<file path="src/rtl/scroll_message_driver.sv">
// scroll_message_driver: scrolls a 4-bit-character ROM message across a
// multiplexed, active-low 7-segment display. A debounced push-button steps
// the start index forward or backward.
// Optional feature macro: AUTO_SCROLL_EN adds auto_en / AUTO_PERIOD, which
// provide a periodic step that is merged with the button step.
module scroll_message_driver #(
   parameter int unsigned NUM_DIGITS      = 4,
   parameter int unsigned MSG_LEN         = 16,
   parameter int unsigned REFRESH_DIV     = 16,
   parameter int unsigned DEBOUNCE_CYCLES = 65536
`ifdef AUTO_SCROLL_EN
   ,parameter int unsigned AUTO_PERIOD    = 50000000
`endif
) (
   input  logic                       clk,
   input  logic                       reset,
   input  logic                       button,
   input  logic                       dir,
`ifdef AUTO_SCROLL_EN
   input  logic                       auto_en,
`endif
   output logic [NUM_DIGITS-1:0]      an,
   output logic [6:0]                 seg,
   output logic                       dp,
   output logic [$clog2(MSG_LEN)-1:0] pos
);

   localparam int unsigned PW = $clog2(MSG_LEN);
   localparam int unsigned SW = $clog2(NUM_DIGITS);
   localparam int unsigned CW = $clog2(REFRESH_DIV);
   localparam int unsigned DW = $clog2(DEBOUNCE_CYCLES + 1);

   typedef enum logic {
      ST_BLANK = 1'b0,
      ST_DRIVE = 1'b1
   } scan_state_e;

   // Message ROM: address k holds k mod 16.
   function automatic logic [3:0] msg_rom(input logic [PW-1:0] addr);
      return 4'(addr);
   endfunction

   // Hex digit to active-low {a,b,c,d,e,f,g} glyph.
   function automatic logic [6:0] hex_glyph(input logic [3:0] chr);
      logic [6:0] g;
      case (chr)
         4'h0: g = 7'b0000001;
         4'h1: g = 7'b1001111;
         4'h2: g = 7'b0010010;
         4'h3: g = 7'b0000110;
         4'h4: g = 7'b1001100;
         4'h5: g = 7'b0100100;
         4'h6: g = 7'b0100000;
         4'h7: g = 7'b0001111;
         4'h8: g = 7'b0000000;
         4'h9: g = 7'b0000100;
         4'hA: g = 7'b0001000;
         4'hB: g = 7'b1100000;
         4'hC: g = 7'b0110001;
         4'hD: g = 7'b1000010;
         4'hE: g = 7'b0110000;
         4'hF: g = 7'b0111000;
      endcase
      return g;
   endfunction

   logic [1:0]            rst_sync_q, rst_sync_d;
   logic                  rst_i;
   logic                  btn_s1_q, btn_s1_d, btn_s2_q, btn_s2_d;
   logic                  db_level_q, db_level_d;
   logic [DW-1:0]         db_cnt_q, db_cnt_d;
   logic                  step_q, step_d;
   logic                  any_step;
   logic [PW-1:0]         pos_q, pos_d;
   scan_state_e           state_q, state_d;
   logic [CW-1:0]         pre_q, pre_d;
   logic [SW-1:0]         scan_q, scan_d;
   logic [NUM_DIGITS-1:0] an_q, an_d;
   logic [6:0]            seg_q, seg_d;
   logic                  tick;
   logic [PW-1:0]         char_addr;

   assign an    = an_q;
   assign seg   = seg_q;
   assign dp    = 1'b1;
   assign pos   = pos_q;
   assign rst_i = rst_sync_q[1];

   // Reset asserts immediately and releases two clocks after the pin drops.
   always_comb rst_sync_d = {rst_sync_q[0], 1'b0};

   always_ff @(posedge clk or posedge reset) begin
      if (reset) rst_sync_q <= 2'b11;
      else       rst_sync_q <= rst_sync_d;
   end

   // Button synchroniser, debouncer and rising-edge step pulse.
   always_comb begin
      btn_s1_d   = button;
      btn_s2_d   = btn_s1_q;
      db_level_d = db_level_q;
      db_cnt_d   = '0;
      if (btn_s2_q != db_level_q) begin
         if (db_cnt_q == DW'(DEBOUNCE_CYCLES - 1)) db_level_d = ~db_level_q;
         else                                      db_cnt_d   = db_cnt_q + DW'(1);
      end
      step_d = db_level_d & ~db_level_q;
   end

   always_ff @(posedge clk or posedge rst_i) begin
      if (rst_i) begin
         btn_s1_q   <= 1'b0;
         btn_s2_q   <= 1'b0;
         db_level_q <= 1'b0;
         db_cnt_q   <= '0;
         step_q     <= 1'b0;
      end else begin
         btn_s1_q   <= btn_s1_d;
         btn_s2_q   <= btn_s2_d;
         db_level_q <= db_level_d;
         db_cnt_q   <= db_cnt_d;
         step_q     <= step_d;
      end
   end

`ifdef AUTO_SCROLL_EN
   localparam int unsigned AW = $clog2(AUTO_PERIOD + 1);

   logic [AW-1:0] auto_cnt_q, auto_cnt_d;
   logic          auto_step;

   // Periodic auto-step timer; restarts when disabled or on a button step.
   always_comb begin
      auto_step  = auto_en && (auto_cnt_q == AW'(AUTO_PERIOD - 1));
      auto_cnt_d = auto_cnt_q + AW'(1);
      if (!auto_en || step_q || auto_step) auto_cnt_d = '0;
      any_step   = step_q | auto_step;
   end

   always_ff @(posedge clk or posedge rst_i) begin
      if (rst_i) auto_cnt_q <= '0;
      else       auto_cnt_q <= auto_cnt_d;
   end
`else
   // Only the button can step the message.
   always_comb any_step = step_q;
`endif

   // Message start index, wrapping modulo MSG_LEN in either direction.
   always_comb begin
      pos_d = pos_q;
      if (any_step) pos_d = dir ? (pos_q - PW'(1)) : (pos_q + PW'(1));
   end

   always_ff @(posedge clk or posedge rst_i) begin
      if (rst_i) pos_q <= '0;
      else       pos_q <= pos_d;
   end

   // Scan sequencer: one BLANK cycle then REFRESH_DIV-1 DRIVE cycles per digit.
   always_comb begin
      state_d   = state_q;
      an_d      = an_q;
      seg_d     = seg_q;
      tick      = (pre_q == CW'(REFRESH_DIV - 1));
      pre_d     = tick ? '0 : (pre_q + CW'(1));
      scan_d    = scan_q;
      char_addr = pos_q + PW'(NUM_DIGITS - 1) - PW'(scan_q);
      if (tick) scan_d = (scan_q == SW'(NUM_DIGITS - 1)) ? '0 : (scan_q + SW'(1));
      case (state_q)
         ST_BLANK: begin
            state_d = ST_DRIVE;
            an_d    = ~(NUM_DIGITS'(1) << scan_q);
            seg_d   = hex_glyph(msg_rom(char_addr));
         end
         ST_DRIVE: begin
            if (tick) begin
               state_d = ST_BLANK;
               an_d    = '1;
               seg_d   = '1;
            end
         end
         default: begin
            state_d = ST_BLANK;
            an_d    = '1;
            seg_d   = '1;
         end
      endcase
   end

   always_ff @(posedge clk or posedge rst_i) begin
      if (rst_i) begin
         state_q <= ST_BLANK;
         pre_q   <= '0;
         scan_q  <= '0;
         an_q    <= '1;
         seg_q   <= '1;
      end else begin
         state_q <= state_d;
         pre_q   <= pre_d;
         scan_q  <= scan_d;
         an_q    <= an_d;
         seg_q   <= seg_d;
      end
   end

endmodule

</file>
<file path="config.mk">
export PLATFORM = sky130hd
export DESIGN_NAME = scroll_message_driver
export DESIGN_NICKNAME = d
export VERILOG_FILES = /design/src/rtl/scroll_message_driver.sv
export SDC_FILE = /design/constraint.sdc
export NUM_CORES = 1
export LEC_CHECK = 0
export ABC_AREA = 0
export ABC_CLOCK_PERIOD_IN_PS = 1450
export CAP_MARGIN = 40
export CELL_PAD_IN_SITES_DETAIL_PLACEMENT = 2
export CELL_PAD_IN_SITES_GLOBAL_PLACEMENT = 2
export CORE_MARGIN = 2
export CORE_UTILIZATION = 35
export DETAILED_ROUTE_END_ITERATION = 8
export GPL_TIMING_DRIVEN = 0
export PLACE_DENSITY = 0.76
export SKIP_CTS_REPAIR_TIMING = 1
export SYNTH_ARGS = -nofsm -noshare
export SYNTH_HDL_FRONTEND = slang
export SYNTH_SLANG_ARGS = --single-unit
</file>
<file path="constraint.sdc">
create_clock -name clk -period 1.45 [get_ports clk]
set_input_delay 0.2175 -clock clk [delete_from_list [all_inputs] [get_ports clk]]
set_output_delay 0.2175 -clock clk [all_outputs]
set_load 0.01 [all_outputs]
</file>
==> results.txt <==
status -> finished, violations left
failing checks -> setup timing
top cells by area, synth -> dfrtp_1 33%, dfstp_2 14%, ha_1 8.8%
CP Launch Type -> register
FMAX -> 470 MHz
vias -> 1,840
synth cell count leaders -> 32 x dfrtp_1, 28 x nor2_1, 20 x nand2_1
Row Count -> 30
Synth Net Count -> 253
RSZ-0062 raised after global routing -> true
cell with the most instances after synthesis -> dfrtp_1
layout cell share with drive strength beyond 1 -> 36.8%
CTS tree -> built
Slew Viols, Final -> 0
final hold violation count -> 0
top_reg_cell synth -> dfrtp_1
Starting DRT DRC Count -> 57
Worst Tran Pin Value -> 0.591 ns
Post-synth EDFFs -> 0
Max-slew headroom -> 60.6%
Reg-to-Reg Start -> scan_q[1]$_DFFE_PP0N_
area leader, netlist -> dfrtp_1
flop2flop setup slack -> -0.68 ns
largest net degree at the start of global routing -> 35
TritonRoute pass-1 iters -> 4
post-synthesis cell count -> 230
I/O pin total -> 20
worst setup margin -> -0.676 ns
Final Setup Violations -> 24
GRT Util Overall -> 16.0%
area post-placement -> 2800 sq um
Max VDD drop -> 539 uV
Post-route DRC -> 0
die width -> 87.2 um
met2 usage -> 27.8%
Syn. warnings -> 0
grt met1 use -> 20.4%
total number of H-tree levels -> 2
worst-case clock buffer depth -> 2
worst skew pair latency -> 0.31 ns
Setup CP Type -> reg2reg
Crit Path Max Fanout -> 9
async set or reset register ratio after synthesis -> 100%
clk sink count -> 45
antenna violations before repair -> 0
Layout Nets -> 302
Critical Path AT -> 2.35 ns
Num CTS Buffers -> 5
Worst-path clk slew -> 0.09 ns
I/O Buffers -> 18
fin util -> 49.1%
DP HPWL -> 3.96 mm
Initial Util -> 35.9%
Reg2Reg Depth -> 8
routed len/inst -> 17.9 um
Mapped Area -> 2420 sq um
Synth top area share -> 33.0%
Fill cells -> 680
most used routing layer -> met2
vias in the first global route -> 1,908
Distinct cells, synth -> 48
Seq/Total Area, Yosys -> 47.1%
met3 usage -> 2.84%
die height -> 87.2 um
total power per unit cell area -> 678 nW/um^2
core area -> 6760 sq um
Worst Hold Class -> reg2async
Crit. End Element -> register
area grow syn2layout -> 36.8%
Congestion Overflow GR -> 0
total inserted antenna cells -> 0
Die ar. -> 7610 sq um
Synth Register Bits -> 45
Root Buffer -> clkbuf_8
max-cap violations -> 0
Tmin final -> 2.13 ns
area taken by multi-input logic gates -> 1400 sq um
fin area -> 3320 sq um
worst path required time -> 1.68 ns
Post-Route WL -> 6.43 mm
global placer's final weighted congestion -> 0.750
Reg area -> 1150 sq um
first-pass GRT wire length -> 9.40 mm
Final ANT Viol Nets -> 0
Layout Skew -> 0.00674 ns
fin crit share -> 147%
FF-to-FF End -> seg[3]$_DFFE_PP1P_
Avg Cell Area, Syn -> 10.5 sq um
P_leak -> 1.34 nW
vias per inst -> 5.11
placed cells by master (no fill, tap or decap), drive strengths merged, types with 7 or more instances in the layout:
master and n:
nor2 29, nand3 8, xnor2 15, nand2 21, buf 28, dfstp 13, ha 17, inv 17
dlymetal6s2s 15, clkbuf 8, xor2 7, dfrtp 32
sequential cells by signal, summed over array words and instances (netlist names), 2 cells and up:
signal      cells
an              4
db_cnt_q       17
rst_sync_q      2
pre_q           4
scan_q          2
pos             4
seg             7
logic make-up (layout without fill, tap and decap cells):
logic type	Yosys count	in the layout	synth area share (%)
flops	45	45	47.1
mux	7	7	3.10
buf+inv	22	72	3.87
compound gates	25	25	7.48
other cells	2	2	0.310
xor+xnor	22	22	8.57
fa+ha+maj	19	19	10.4
simple gates	88	88	19.1
worst max-delay path: stages (launching register included):
cell and delay, ns:
dfrtp_1 0.38, inv_2 0.08, ha_4 0.28, nand2_2 0.06
fa_2 0.43, xor2_4 0.30, a21oi_1 0.15, o2bb2ai_1 0.16
a31oi_1 0.19
where the power goes:
group,internal [mW],leakage [nW],total (mW),switching [mW]
combinational,0.0637,0.754,0.139,0.0754
sequential,1.27,0.545,1.29,0.0148
clock,0.343,0.0445,0.823,0.480
total,1.68,1.34,2.25,0.570
per-stage QoR:
step / hold WS, ns / std cells / power, mW / setup slack (ns) / TNS (ns)
after floorplan: 0.129 / 230 / 1.37 / -0.531 / -3.36
after global placement: 0.336 / 328 / 1.40 / -0.679 / -22.03
after detailed placement: 0.176 / 329 / 1.41 / -0.721 / -7.56
after CTS: 0.184 / 337 / 2.24 / -0.758 / -9.43
after global routing: 0.197 / 360 / 2.34 / -0.825 / -7.62
final: 0.173 / 360 / 2.25 / -0.676 / -5.54
worst max path at each step:
| stage | startpoint | to | slack, ns | cells past startpoint |
|---|---|---|---|---|
| 2_1_floorplan | pos[1]$_DFFE_PP0P_ | seg[0]$_DFFE_PP1P_ | -0.53 | 7 |
| 3_3_place_gp | scan_q[1]$_DFFE_PP0N_ | seg[6]$_DFFE_PP1P_ | -0.68 | 8 |
| 3_5_place_dp | scan_q[1]$_DFFE_PP0N_ | seg[6]$_DFFE_PP1P_ | -0.72 | 8 |
| 4_1_cts | scan_q[0]$_DFFE_PP0N_ | seg[6]$_DFFE_PP1P_ | -0.76 | 8 |
| 5_1_grt | scan_q[1]$_DFFE_PP0N_ | seg[3]$_DFFE_PP1P_ | -0.82 | 8 |
| 6_report | scan_q[1]$_DFFE_PP0N_ | seg[3]$_DFFE_PP1P_ | -0.68 | 8 |
per-layer routing:
layer	vias to the layer above	wire length (um)	share of wire (%)
met3	6	113	1.8
met1	937	2800	44
met5	-	0	0
met4	0	68	1.1
met2	17	3450	54
li1	880	-	-
final cells by class:
class	count	share of cell area [%]
clock inverter	3	0.641
timing repair buffer	43	14.2
buffer	5	1.32
tap	80	3.02
inverter	16	1.89
sequential	45	34.7
clock buffer	5	2.07
multi-input combinational	163	42.2
No activity file was read; power rests on OpenSTA's default activity.
